--- src/rtl/cm_sched.sv ---
// cm_sched: central-module scheduler for the Clos CM switch of the SDM router.
// Round-robin arbitration per output, with grants held until the request is withdrawn.
`default_nettype none

module cm_sched_arb #(
  parameter int WIDTH = 4
) (
  input  logic             clk,
  input  logic             rst_n,
  input  logic [WIDTH-1:0] req,
  output logic [WIDTH-1:0] cfg
);

  localparam int PW = (WIDTH > 1) ? $clog2(WIDTH) : 1;

  logic [PW-1:0] ptr;
  logic [PW-1:0] pick;
  logic [PW-1:0] idx;
  logic [PW-1:0] ptr_nxt;
  logic          found;

  // First requester at or after the pointer, scanning upward with wrap.
  always_comb begin
    found = 1'b0;
    pick  = ptr;
    idx   = '0;
    for (int i = 0; i < WIDTH; i++) begin
      idx = PW'((int'(ptr) + i) % WIDTH);
      if (!found && req[idx]) begin
        found = 1'b1;
        pick  = idx;
      end
    end
  end

  assign ptr_nxt = (pick == PW'(WIDTH - 1)) ? '0 : pick + PW'(1);

  // cfg==0 is the idle state; releasing never re-grants on the same edge,
  // which leaves one dead cycle between owners.
  always_ff @(posedge clk or negedge rst_n) begin
    if (!rst_n) begin
      cfg <= '0;
      ptr <= '0;
    end else if (cfg == '0) begin
      if (found) begin
        cfg <= WIDTH'(1) << pick;
        ptr <= ptr_nxt;
      end
    end else if ((cfg & req) == '0) begin
      cfg <= '0;
    end
  end

endmodule

module cm_sched (
  input  logic       clk,
  input  logic       rst_n,
  input  logic [3:0] sdec,
  input  logic [3:0] ndec,
  input  logic [3:0] ldec,
  input  logic [1:0] wdec,
  input  logic [1:0] edec,
  output logic [3:0] sra,
  output logic [3:0] nra,
  output logic [3:0] lra,
  output logic [1:0] wra,
  output logic [1:0] era,
  output logic [1:0] scfg,
  output logic [1:0] ncfg,
  output logic [3:0] wcfg,
  output logic [3:0] ecfg,
  output logic [3:0] lcfg,
  output logic [4:0] cms
);

  // Each request bit lands on the cfg bit of the output it names.
  cm_sched_arb #(.WIDTH(2)) u_arb_s (
    .clk   (clk),
    .rst_n (rst_n),
    .req   ({ldec[0], ndec[0]}),
    .cfg   (scfg)
  );

  cm_sched_arb #(.WIDTH(2)) u_arb_n (
    .clk   (clk),
    .rst_n (rst_n),
    .req   ({ldec[2], sdec[1]}),
    .cfg   (ncfg)
  );

  cm_sched_arb #(.WIDTH(4)) u_arb_w (
    .clk   (clk),
    .rst_n (rst_n),
    .req   ({ldec[1], edec[0], ndec[1], sdec[0]}),
    .cfg   (wcfg)
  );

  cm_sched_arb #(.WIDTH(4)) u_arb_e (
    .clk   (clk),
    .rst_n (rst_n),
    .req   ({ldec[3], ndec[2], wdec[0], sdec[2]}),
    .cfg   (ecfg)
  );

  cm_sched_arb #(.WIDTH(4)) u_arb_l (
    .clk   (clk),
    .rst_n (rst_n),
    .req   ({edec[1], ndec[3], wdec[1], sdec[3]}),
    .cfg   (lcfg)
  );

  // Acks are the transpose of the cfg matrix, straight from the registers.
  assign sra = {lcfg[0], ecfg[0], ncfg[0], wcfg[0]};
  assign nra = {lcfg[2], ecfg[2], wcfg[1], scfg[0]};
  assign lra = {ecfg[3], ncfg[1], wcfg[3], scfg[1]};
  assign wra = {lcfg[1], ecfg[1]};
  assign era = {lcfg[3], wcfg[2]};

  assign cms = {|lcfg, |ecfg, |ncfg, |wcfg, |scfg};

endmodule

`default_nettype wire

--- config.mk ---
export PLATFORM = sky130hd
export DESIGN_NAME = cm_sched
export DESIGN_NICKNAME = d
export VERILOG_FILES = /design/src/rtl/cm_sched.sv
export SDC_FILE = /design/constraint.sdc
export NUM_CORES = 1
export LEC_CHECK = 0
export BUFFER_PORTS_ARGS = -buffer_cell sky130_fd_sc_hd__buf_2
export CAP_MARGIN = 20
export CORE_ASPECT_RATIO = 0.9
export CORE_MARGIN = 10
export CORE_UTILIZATION = 45
export DETAILED_ROUTE_END_ITERATION = 12
export HOLD_SLACK_MARGIN = 0.06
export PLACE_DENSITY = 0.76
export SLEW_MARGIN = 10
export SYNTH_ARGS = -nofsm -noshare
export SYNTH_HDL_FRONTEND = slang
export SYNTH_SLANG_ARGS = --single-unit
--- constraint.sdc ---
create_clock -name clk -period 1.5 [get_ports clk]
set_input_delay 0.225 -clock clk [delete_from_list [all_inputs] [get_ports clk]]
set_output_delay 0.225 -clock clk [all_outputs]
set_load 0.01 [all_outputs]
==> impl_metrics.tcl <==
set metrics [dict create \
    syn_to_final_growth_pct 43.6 \
    track_usage 0.122 \
    syn-num-nets 201 \
    drt_iter0_markers 52 \
    max_slew.worst_pin.slew_ns 0.516 \
    core_area_mm2 0.00340 \
    grt_max_degree 25 \
    period_needed_ns 1.64 \
    synth.distinct_cells 23 \
    clock_latency_ns 0.26 \
    fin_hold_ws_ns 0.179 \
    cts_buffers 3 \
    hold_violations 0 \
    arrival_ns 1.78 \
    cts-htree-levels 1 \
    synthArstFlopShare 1.00 \
    cts_max_path_buffers 2 \
    dp.final_hpwl_mm 3.24 \
    max-slew-margin-rel 0.656 \
    worst_slack_ns -0.136 \
    overflow 0 \
    die_w_um 83.1 \
    grt_pass1_vias 1489 \
    post-route-period-util 1.09 \
    crit_path_max_fanout 4 \
    path_clk_slew_ns 0.08 \
    fillerInstances 285 \
    end_kind "flop" \
    drv_slew 0 \
    antenna_found_initial 0 \
    nets 285 \
    skew_ns 0.00465 \
    fmax_ghz 0.611 \
    die-area_mm2 0.00637 \
    cts_tree "yes" \
    drc 0 \
    start_util 0.473 \
    antenna_cells 0 \
    drive_gt1_frac 0.547 \
    viasPerCell 5.14 \
    io_pins 55 \
    final_cell_count_no_fill 298 \
    port_buffers 54 \
    power_leakage_uw 0.00121 \
    synthFlopType "dfrtp_1" \
    fp-row-count 20 \
    grt_first_pass_wirelength_mm 6.89 \
    root_buffer "clkbuf_8" \
    power_density_mw_per_mm2 2230 \
    synth-edff-count 0 \
    ant_nets 0 \
    place_inst 288 \
    regArea_um2 603 \
    wl_per_cell_um 14.1 \
    num_vias 1532 \
    synth_seq_cells 24 \
    drt_pass1_iterations 4 \
    syn-instance-count 171 \
    gp_congestion 0.837 \
    multi_input_area_um2 937 \
    critPathRequiredTime_ns 1.65 \
    vdd_ir_drop_max_v 0.00148 \
    synth_area_mm2 0.00161 \
    status "complete, but fails checks" \
    ys_seq_area_frac 0.373 \
    critPathLaunchType "flop" \
    ys_warn_count 0 \
    rsz0062_at_grt "true" \
    postSynthAreaPerCell_um2 9.42 \
    hold_path_class "in2reg" \
    setup_viol 12 \
    path_class "reg2reg" \
    clock-sinks 24 \
    die_height_um 76.8 \
    max_cap_viol_count 0 \
    wl_mm 4.22 \
    postLayoutCoreUtil 0.679 \
    finalPower_uw 5150 \
    violations "setup timing" \
]
[through the flow]
| step | setup TNS, ns | area [um2] | worst slack, ns |
|---|---|---|---|
| floorplan | -0.580 | 1620 | -0.148 |
| global placement | -0.165 | 2090 | -0.111 |
| detailed placement | -0.282 | 2090 | -0.164 |
| CTS | -0.707 | 2230 | -0.124 |
| global route | -1.56 | 2310 | -0.183 |
| finish | -0.781 | 2310 | -0.136 |
[worst paths after layout]
check | depth (start not counted) | to | slack, ns | start
worst max-delay path | 5 | u_arb_l.ptr[1] | -0.14 | u_arb_l.ptr[1]
worst min-delay path | 2 | u_arb_s.ptr | 0.18 | ldec[0]
worst max register to register | 5 | u_arb_l.ptr[1] | -0.14 | u_arb_l.ptr[1]
worst min register to register | 1 | u_arb_n.ptr | 0.53 | u_arb_n.ptr
max in group asynchronous | 2 | u_arb_w.ptr[1] | 0.64 | rst_n
min in group asynchronous | 2 | u_arb_s.ptr | 0.48 | rst_n
[synthesized netlist by cell type, types with 4 or more instances]
library cell,instances,area (um2)
dfrtp_1,24,601
nor2_1,24,90.1
a21oi_1,21,105
buf_4,16,120
inv_1,13,48.8
ha_1,12,150
a22o_1,8,70.1
a22oi_1,7,52.6
nand2_1,7,26.3
nor2b_1,6,37.5
o21ai_0,6,30.0
a22o_2,4,40.0
mux2_4,4,60.1
[timing repair]
| item | in CTS | in global routing |
|---|---|---|
| pin swaps | 4 | 12 |
| cloned | 0 | 0 |
| hold buffers | 1 | 0 |
| gates resized for setup | 13 | 23 |
| setup endpoints to repair | 15 | 21 |
| endpoints found under the hold margin | 24 | 0 |
| setup buffers | 2 | 3 |
[sequential cells by signal, summed over array words and instances (netlist names), 2 cells and up]
register     flops
u_arb_e.cfg      4
u_arb_l.cfg      4
u_arb_w.cfg      4
u_arb_e.ptr      2
u_arb_l.ptr      2
u_arb_n.cfg      2
u_arb_s.cfg      2
u_arb_w.ptr      2
[layout by cell type (no fill, tap or decap), types with 6 or more instances in the layout]
cell type   n
dfrtp_1    22
inv_1      10
a22oi_1     7
nor2_1     22
nor2b_1     6
buf_6       6
a21oi_2     7
a22o_1      8
ha_2        6
buf_4      37
buf_2      51
nand2_1     7
a21oi_1    14
[cell type report]
type / count / area share
tap: 44 / 0.0238
multi-input combinational: 118 / 0.405
inverter: 13 / 0.0222
timing repair buffer: 95 / 0.264
clock buffer: 4 / 0.0238
sequential: 24 / 0.261
[layer usage]
layer  part of all wire  vias to the layer above  GRT usage
li1                   -                      760          -
met1               0.43                      726      0.143
met2               0.50                       44      0.216
met3              0.070                        2     0.0422
met4             0.0017                        0     0.0102
met5                  0                        -          0
[critical path, cell delays in order, from the launching register on]
cell and delay, ns:
dfrtp_1 0.41, nor3b_2 0.16, a211o_1 0.21, o22a_2 0.26, ha_4 0.22, mux2_4 0.26
[kinds of logic after synthesis]
logic type / after synthesis / synth area share
flops: 24 / 0.373
mux: 4 / 0.0373
fa+ha+maj: 12 / 0.0932
simple gates: 43 / 0.128
buf+inv: 29 / 0.105
compound gates: 59 / 0.263
[where the power goes]
part           switching (uW)  leakage (uW)  internal (uW)
registers                 256      0.000299            955
logic                    1660      0.000878           1860
clock network             191     0.0000288            234
total                    2100       0.00121           3050
No activity file was read; power rests on OpenSTA's default activity.
